### config.mk
export PLATFORM = sky130hd
export DESIGN_NAME = maze_renderer
export DESIGN_NICKNAME = d
export VERILOG_FILES = /design/src/rtl/maze_renderer.sv
export SDC_FILE = /design/constraint.sdc
export NUM_CORES = 1
export LEC_CHECK = 0
export BUFFER_PORTS_ARGS = -buffer_cell sky130_fd_sc_hd__buf_2
export CAP_MARGIN = 0
export CORE_MARGIN = 2
export CORE_UTILIZATION = 55
export CTS_CLUSTER_SIZE = 25
export DETAILED_ROUTE_END_ITERATION = 12
export HOLD_SLACK_MARGIN = 0.15
export PLACE_DENSITY = 0.69
export SYNTH_ARGS = -nofsm -noshare
export SYNTH_HDL_FRONTEND = slang
export SYNTH_SLANG_ARGS = --single-unit
### constraint.sdc
create_clock -name clk -period 6.45 [get_ports clk]
set_input_delay 0.9675 -clock clk [delete_from_list [all_inputs] [get_ports clk]]
set_output_delay 0.9675 -clock clk [all_outputs]
set_load 0.02 [all_outputs]
### src/rtl/maze_renderer.sv
// maze_renderer
//   Pixel-colour stage placed after display_controller. Holds a writable
//   20x15 wall map of 32x32-pixel tiles and the player's tile position, and
//   renders a 2-stage pixel pipeline onto a 12-bit rgb bus. Move requests
//   are resolved only at the frame boundary, so a frame never shows a
//   half-updated player.
//
//   Ports
//     clk        system clock
//     reset      synchronous, active-high
//     hCount     horizontal counter (10b)
//     vCount     vertical counter (10b)
//     bright     visible-area flag
//     rgb        pixel colour {R,G,B} (12b), 2 cycles after hCount/vCount
//     wall_we    wall-row write strobe
//     wall_row   row index 0..14 (15 ignored)
//     wall_data  wall bits, bit i = column i
//     move_req   move request, taken while idle
//     move_dir   00 up, 01 down, 10 left, 11 right
//     move_busy  a move is pending
//     move_done  one-cycle pulse when the pending move resolves
//     move_ok    move applied (valid with move_done, held until the next)
//     player_x   player column (5b)
//     player_y   player row (4b)
//     win        sticky, set once the player sits on the goal tile
//
//   Move FSM
//     state | meaning
//     IDLE  | waiting for move_req
//     PEND  | direction latched, waiting for frame_tick to resolve
module maze_renderer #(
    parameter int H_START = 144,
    parameter int V_START = 35,
    parameter int START_X = 1,
    parameter int START_Y = 1,
    parameter int GOAL_X  = 18,
    parameter int GOAL_Y  = 13
) (
    input  logic        clk,
    input  logic        reset,
    input  logic [9:0]  hCount,
    input  logic [9:0]  vCount,
    input  logic        bright,
    output logic [11:0] rgb,
    input  logic        wall_we,
    input  logic [3:0]  wall_row,
    input  logic [19:0] wall_data,
    input  logic        move_req,
    input  logic [1:0]  move_dir,
    output logic        move_busy,
    output logic        move_done,
    output logic        move_ok,
    output logic [4:0]  player_x,
    output logic [3:0]  player_y,
    output logic        win
);

    localparam logic [9:0] H_ST   = 10'(H_START);
    localparam logic [9:0] V_ST   = 10'(V_START);
    localparam logic [9:0] V_TICK = 10'(V_START + 480);
    localparam logic [4:0] ST_X   = 5'(START_X);
    localparam logic [3:0] ST_Y   = 4'(START_Y);
    localparam logic [4:0] GL_X   = 5'(GOAL_X);
    localparam logic [3:0] GL_Y   = 4'(GOAL_Y);

    typedef enum logic {IDLE, PEND} state_t;

    state_t      state;
    logic [1:0]  pend_dir;
    logic [19:0] wall_map [0:14];

    // ---------------- wall map ----------------
    always_ff @(posedge clk) begin
        if (reset) begin
            for (int r = 0; r < 15; r++)
                wall_map[r] <= (r == 0 || r == 14) ? 20'hFFFFF : 20'h80001;
        end else if (wall_we && wall_row <= 4'd14) begin
            wall_map[wall_row] <= wall_data;
        end
    end

    // ---------------- pixel pipeline ----------------
    logic [9:0] px, py;
    logic [4:0] col_c;
    logic [3:0] row_c;

    assign px    = hCount - H_ST;
    assign py    = vCount - V_ST;
    assign col_c = px[9:5];
    assign row_c = py[8:5];

    logic [4:0] s1_col;
    logic [3:0] s1_row;
    logic [4:0] s1_ox, s1_oy;
    logic       s1_wall;
    logic       s1_bright;

    always_ff @(posedge clk) begin
        if (reset) begin
            s1_col    <= '0;
            s1_row    <= '0;
            s1_ox     <= '0;
            s1_oy     <= '0;
            s1_wall   <= 1'b0;
            s1_bright <= 1'b0;
        end else begin
            s1_col    <= col_c;
            s1_row    <= row_c;
            s1_ox     <= px[4:0];
            s1_oy     <= py[4:0];
            // out-of-grid tiles are blanked in stage 2, so the bit is a don't-care
            s1_wall   <= (col_c <= 5'd19 && row_c <= 4'd14) ? wall_map[row_c][col_c] : 1'b0;
            s1_bright <= bright;
        end
    end

    logic in_marker;
    assign in_marker = (s1_ox >= 5'd4) && (s1_ox <= 5'd27) &&
                       (s1_oy >= 5'd4) && (s1_oy <= 5'd27);

    always_ff @(posedge clk) begin
        if (reset)
            rgb <= 12'h000;
        else if (!s1_bright || s1_col > 5'd19 || s1_row > 4'd14)
            rgb <= 12'h000;
        else if (s1_col == player_x && s1_row == player_y && in_marker)
            rgb <= 12'hF00;
        else if (s1_col == GL_X && s1_row == GL_Y)
            rgb <= 12'h0F0;
        else if (s1_wall)
            rgb <= 12'h00F;
        else
            rgb <= 12'hFFF;
    end

    // ---------------- frame tick ----------------
    // Counters may dwell on the tick position for several clk cycles;
    // edge-detect so the strobe is one cycle per frame.
    logic tick_cond, tick_cond_d, frame_tick;
    assign tick_cond  = (hCount == 10'd0) && (vCount == V_TICK);
    assign frame_tick = tick_cond && !tick_cond_d;

    always_ff @(posedge clk) begin
        if (reset)
            tick_cond_d <= 1'b0;
        else
            tick_cond_d <= tick_cond;
    end

    // ---------------- move target ----------------
    logic [4:0] tgt_x;
    logic [3:0] tgt_y;
    logic       off_grid;
    logic       tgt_wall;
    logic       move_accept;

    always_comb begin
        tgt_x    = player_x;
        tgt_y    = player_y;
        off_grid = 1'b0;
        case (pend_dir)
            2'b00: if (player_y == 4'd0)  off_grid = 1'b1; else tgt_y = player_y - 4'd1;
            2'b01: if (player_y == 4'd14) off_grid = 1'b1; else tgt_y = player_y + 4'd1;
            2'b10: if (player_x == 5'd0)  off_grid = 1'b1; else tgt_x = player_x - 5'd1;
            default: if (player_x == 5'd19) off_grid = 1'b1; else tgt_x = player_x + 5'd1;
        endcase
        tgt_wall    = (!off_grid && tgt_x <= 5'd19 && tgt_y <= 4'd14) ? wall_map[tgt_y][tgt_x] : 1'b0;
        move_accept = !off_grid && !tgt_wall;
    end

    // ---------------- move FSM ----------------
    always_ff @(posedge clk) begin
        if (reset) begin
            state     <= IDLE;
            pend_dir  <= 2'b00;
            player_x  <= ST_X;
            player_y  <= ST_Y;
            move_done <= 1'b0;
            move_ok   <= 1'b0;
            move_busy <= 1'b0;
            win       <= 1'b0;
        end else begin
            move_done <= 1'b0;
            // win follows the registered position, so it lands one edge after the move
            if (player_x == GL_X && player_y == GL_Y)
                win <= 1'b1;
            case (state)
                IDLE: begin
                    if (move_req) begin
                        pend_dir  <= move_dir;
                        state     <= PEND;
                        move_busy <= 1'b1;
                    end
                end
                PEND: begin
                    if (frame_tick) begin
                        if (move_accept) begin
                            player_x <= tgt_x;
                            player_y <= tgt_y;
                        end
                        move_ok   <= move_accept;
                        move_done <= 1'b1;
                        move_busy <= 1'b0;
                        state     <= IDLE;
                    end
                end
                default: begin
                    state     <= IDLE;
                    move_busy <= 1'b0;
                end
            endcase
        end
    end

endmodule
==> summary.txt, run 1 <==
Post-Layout Inst Area - 22700 µm²
Worst-path clk slew - 0.06 ns
most common cell in the synthesized netlist - edfxtp_1
top routing layer in use - met5
detailed placement HPWL - 40100 µm
clock buffer depth - 3
MaxCap Viol Count - 0
pre-CTS setup slack - 1.44 ns
Crit Path Max Fanout - 34
synth top area cells - edfxtp_1, mux4_2, and2_1
Setup Viol. Count Final - 0
Yosys top cell area share - 0.466
drt first pass iters - 5
drt total wl - 66500 µm
Max Slew Vio Count - 0
Critical Path AT - 5.55 ns
vias per inst - 6.99
FF+latch count, synth - 357
worst path cell trace - inv_1, ha_1, or4b_1, buf_4, a21oi_1, nor2_2, buf_12, nand2_1, a31oi_1, o22ai_1, or4_1, o2111ai_1, and3_1, a21oi_1
Core Rows - 70
core area - 36800 µm²
H-tree levels - 2
Total GRT Usage - 0.347
Worst EP required - 6.88 ns
fill count - 2909
number of synthesized flops with an enable pin - 320
endpoints failing hold - 0
status - finished clean
post-synth cell types - 78
Syn Area/Cell - 12.1 µm²
area of the die - 39100 µm²
initial antenna violation count - 4
YS warnings - 0
Setup TNS - 0 ns
type of the worst setup path - register to register
I/O pin count - 76
die width - 198 µm
GRT Residual Overflow - 0
Starting Density - 0.561
Leak Pwr - 7.98 nW
Critical Path End Type - register
Met3 Routed Length - 8610 µm
sequential standard cell area - 10400 µm²
Hold Buf Count CTS - 0
max_slew headroom - 0.241
Final #Nets - 1788
drt wl/cell - 29.8 µm
metal2 WL - 29500 µm
Resized cells post-CTS - 0
post-route worst setup slack - 1.33 ns
Routed Antenna Nets - 0
number of port buffers - 75
CP max-delay cell - o2111ai_1
Post-synth top cells - edfxtp_1, and2_1, mux4_2
Die Height - 198 µm
Syn-to-layout area delta - 10.1%
ratio of cells with drive above 1 in the final layout - 0.216
Synth area leader - edfxtp_1
placed inst area - 21500 µm²
Max Clock Skew - 0.0128 ns
Post-Syn Instances - 1702
# clock sinks - 357
Cell Area, Synth - 20600 µm²
Post-synth ARST share - 0
DRC Markers - 0
clock latency on the worst-skew pair - 0.58 ns
met1 WL - 25600 µm
first-pass GRT wire length - 97600 µm
RePlAce Congestion - 0.900
footprint of the multi-input gates - 9680 µm²
Root Buffer - clkbuf_16
Crit path top cell by count - a21oi_1
cts bufs inserted - 40
Least-Margin Pin Slew - 1.13 ns
Synth Flop Type - edfxtp_1
setup bufs post-CTS - 0
worst vdd ir - 208 µV
DRT iter0 DRCs - 2559
PwrDens - 260 nW/µm²
RSZ-0062 raised after global routing - no
f_max - 195 MHz
fin util - 0.618
fin crit period - 5.12 ns
CTS tree - done
CP peak stage delay - 0.84 ns
vias in the first global route - 15000
sequential area share after synthesis - 0.501
via count - 15600
crit share post-route - 0.794
pin count of the biggest net entering global routing - 83
Startpoint Class - register
worst min path class - register to register
[where the power goes]
part	total, mW	switching, mW	internal (mW)
clock network	2.25	0.965	1.29
registers	2.74	0.0866	2.66
logic	0.914	0.542	0.372
[path summary, 6_finish.rpt]
| path | start | end | slack, ns | cells past startpoint |
|---|---|---|---|---|
| worst min register to register | win | win | 0.48 | 2 |
| worst max-delay path | player_y[1] | move_ok | 1.33 | 14 |
| worst max register to register | player_y[1] | move_ok | 1.33 | 14 |
| worst min-delay path | win | win | 0.48 | 2 |
[worst max-delay path, delay by kind of cell (launching register included)]
family	cells	cell delay, ns
AOI/OAI and AO/OA	5	1.38
adders and majority gates	1	0.27
buffers and inverters	3	0.77
DFF	1	0.53
and+or+nand+nor	5	1.96
[cells in the final DEF, fill, tap and decap left out, types with 20 or more instances in the layout]
| cell type | n |
|---|---|
| edfxtp_1 | 320 |
| and2_1 | 235 |
| mux4_2 | 110 |
| nand2_1 | 106 |
| buf_2 | 75 |
| nor2_1 | 64 |
| mux2i_1 | 60 |
| and3_1 | 51 |
| or3_1 | 47 |
| buf_4 | 45 |
| a211oi_1 | 44 |
| clkbuf_16 | 42 |
| or2_2 | 37 |
| dfxtp_1 | 36 |
| nand2b_1 | 33 |
| nand3_1 | 31 |
| a31oi_1 | 29 |
| a22oi_1 | 26 |
| a21oi_1 | 23 |
| conb_1 | 20 |
[metrics by stage]
step	hold WS (ns)	cells	total power [mW]
global route	0.525	2225	6.04
detailed placement	0.457	2152	3.67
global placement	0.454	2152	3.66
CTS	0.472	2225	5.88
floorplan	0.394	1721	3.35
finish	0.479	2228	5.91
[cell families (layout without fill, tap and decap cells)]
family / Yosys count / in the layout / synth area share
DFF: 357 / 357 / 0.501
other: 1 / 23 / 0.000182
muxes: 182 / 182 / 0.156
and+or+nand+nor: 711 / 711 / 0.198
adders and majority gates: 11 / 11 / 0.00667
buffers and inverters: 172 / 208 / 0.0381
AOI/OAI and AO/OA: 246 / 246 / 0.0911
xor gates and xnor gates: 22 / 22 / 0.00933
[layout make-up]
cell class | count | area share
flip-flops and latches | 357 | 0.455
well taps | 468 | 0.0258
repair buffers | 125 | 0.0358
clock inverters | 21 | 0.00699
inverters | 10 | 0.00165
multi-input cells | 1192 | 0.426
diodes | 3 | 0.000330
clock buffers | 52 | 0.0484
[layer usage]
metal | global-route usage | vias up
li1 | - | 6520
met1 | 0.489 | 7706
met2 | 0.520 | 1157
met3 | 0.0833 | 191
met4 | 0.141 | 2
met5 | 0 | -
[flip-flops by register name, summed over array words and instances (netlist names)]
name	flops
s1_wall	1
s1_oy	3
win	1
s1_ox	3
move_busy	1
player_y	4
move_ok	1
state	1
s1_bright	1
move_done	1
pend_dir	2
s1_row	4
tick_cond_d	1
s1_col	5
wall_map	320
rgb	3
player_x	5
No activity file was read; power rests on OpenSTA's default activity.
==> run 2, diff against run 1 <==
==> constraint.sdc (replaced) <==
create_clock -name clk -period 5.1 [get_ports clk]
set_input_delay 0.765 -clock clk [delete_from_list [all_inputs] [get_ports clk]]
set_output_delay 0.765 -clock clk [all_outputs]
set_load 0.02 [all_outputs]
==> summary.txt, run 2 (same netlist as run 1, synthesis figures left out) <==
status - finished clean
ratio of cells with drive above 1 in the final layout - 0.215
Clk pwr share - 0.376
Leak Pwr - 8.00 nW
pre-CTS setup slack - 0.734 ns
Switching Share - 0.268
worst hold slack - 0.427 ns
Critical Path End Type - register
worst hold path startpoint - hCount[4]
Flop pwr share - 0.468
vias per inst - 6.92
most frequent cells in the layout - edfxtp_1, and2_1, mux4_2
Setup TNS - 0 ns
GRT Residual Overflow - 0
RSZ-0062 raised after global routing - no
initial antenna violation count - 3
footprint of the multi-input gates - 9670 µm²
placed inst area - 21500 µm²
core area - 36800 µm²
placed cells - 2157
Syn-to-layout area delta - 10.4%
Max Slew Vio Count - 0
sequential standard cell area - 10400 µm²
number of port buffers - 75
endpoints failing hold - 0
Max Clock Skew - 0.0228 ns
overall power - 7.44 mW
max_slew headroom - 0.0990
vias in the first global route - 15000
drt first pass iters - 8
pin count of the biggest net entering global routing - 83
drt total wl - 66100 µm
commonest non-fill, non-tap cell in the layout - edfxtp_1
setup bufs post-CTS - 0
Total GRT Usage - 0.343
crit path from - player_y[1]
fill count - 2808
Post-Layout Cell Count - 2232
Hold Buf Count CTS - 0
worst r2r src - player_y[1]
area of the die - 39100 µm²
die width - 198 µm
Pint - 5.45 mW
DRT iter0 DRCs - 2220
first-pass GRT wire length - 97500 µm
Worst EP required - 5.50 ns
DRC Markers - 0
type of the worst setup path - register to register
crit share post-route - 0.874
Routed Antenna Nets - 0
Root Buffer - clkbuf_16
MaxCap Viol Count - 0
CTS tree - done
Startpoint Class - register
biggest regs - wall_map x320, player_x x5, s1_col x5
detailed placement HPWL - 41200 µm
H-tree levels - 2
clock buffer depth - 3
I/O pin count - 76
cts bufs inserted - 40
Die Height - 198 µm
fin util - 0.620
drt wl/cell - 29.6 µm
Critical Path AT - 4.86 ns
RePlAce Congestion - 0.958
Setup Viol. Count Final - 0
worst vdd ir - 252 µV
f_max - 224 MHz
via count - 15400
fin crit period - 4.46 ns
Starting Density - 0.561
Core Rows - 70
max reg flops - 320
Comb pwr share - 0.156
post-route worst setup slack - 0.644 ns
PwrDens - 326 nW/µm²
Least-Margin Pin Slew - 1.35 ns
switching pwr - 1.99 mW
Final #Nets - 1793
clock latency on the worst-skew pair - 0.55 ns
Post-Layout Inst Area - 22800 µm²
Crit Path Max Fanout - 34
# clock sinks - 357
Resized cells post-CTS - 0
Worst-path clk slew - 0.06 ns
worst min path class - input pin to register
largest reg by FF count - wall_map
-- run 2: cell count changes in the layout (fill, tap and decap cells not counted), moves of 2 or more --
cell / before / now
clkinv_1: 6 / 11
buf_12: 5 / 8
clkinv_2: 9 / 6
buf_4: 45 / 47
-- run 2: area by class of cell --
class,instances,share of cell area
inverters,10,0.00165
clock inverters,23,0.00752
well taps,468,0.0257
flip-flops and latches,357,0.454
multi-input cells,1192,0.424
clock buffers,50,0.0474
diodes,2,0.000220
repair buffers,130,0.0390
-- run 2: per-layer routing --
layer,track usage,up-vias,share of wire
met3,0.0724,203,0.12
met2,0.528,1092,0.46
met1,0.481,7618,0.38
met5,0,-,0
met4,0.134,0,0.042
li1,-,6534,-
-- run 2: path summary, 6_finish.rpt --
check | end | cells after the start | slack, ns
setup / recovery | move_ok | 15 | 0.64
hold / removal | s1_ox[4] | 2 | 0.43
setup reg to reg | move_ok | 15 | 0.64
hold reg to reg | rgb[6] | 1 | 0.44
-- run 2: power groups by stage --
stage | combinational [mW] | clock, mW | sequential [mW]
after detailed placement | 1.13 | 0 | 3.53
after global placement | 1.12 | 0 | 3.52
after global routing | 1.21 | 2.92 | 3.49
after CTS | 1.14 | 2.81 | 3.47
after floorplan | 0.765 | 0 | 3.47
final | 1.16 | 2.80 | 3.48
-- run 2: worst max-delay path, stage by stage, from the launching register on --
cell and delay, ns:
dfxtp_1 0.52, inv_1 0.17, ha_1 0.27, or4b_1 0.24, buf_4 0.33, a21oi_1 0.19, nor2_2 0.13, buf_4 0.41
nand2_1 0.12, a31oi_1 0.19, o22ai_1 0.13, or4_1 0.56, o2111ai_1 0.23, buf_4 0.22, and3_1 0.46, a21oi_1 0.11
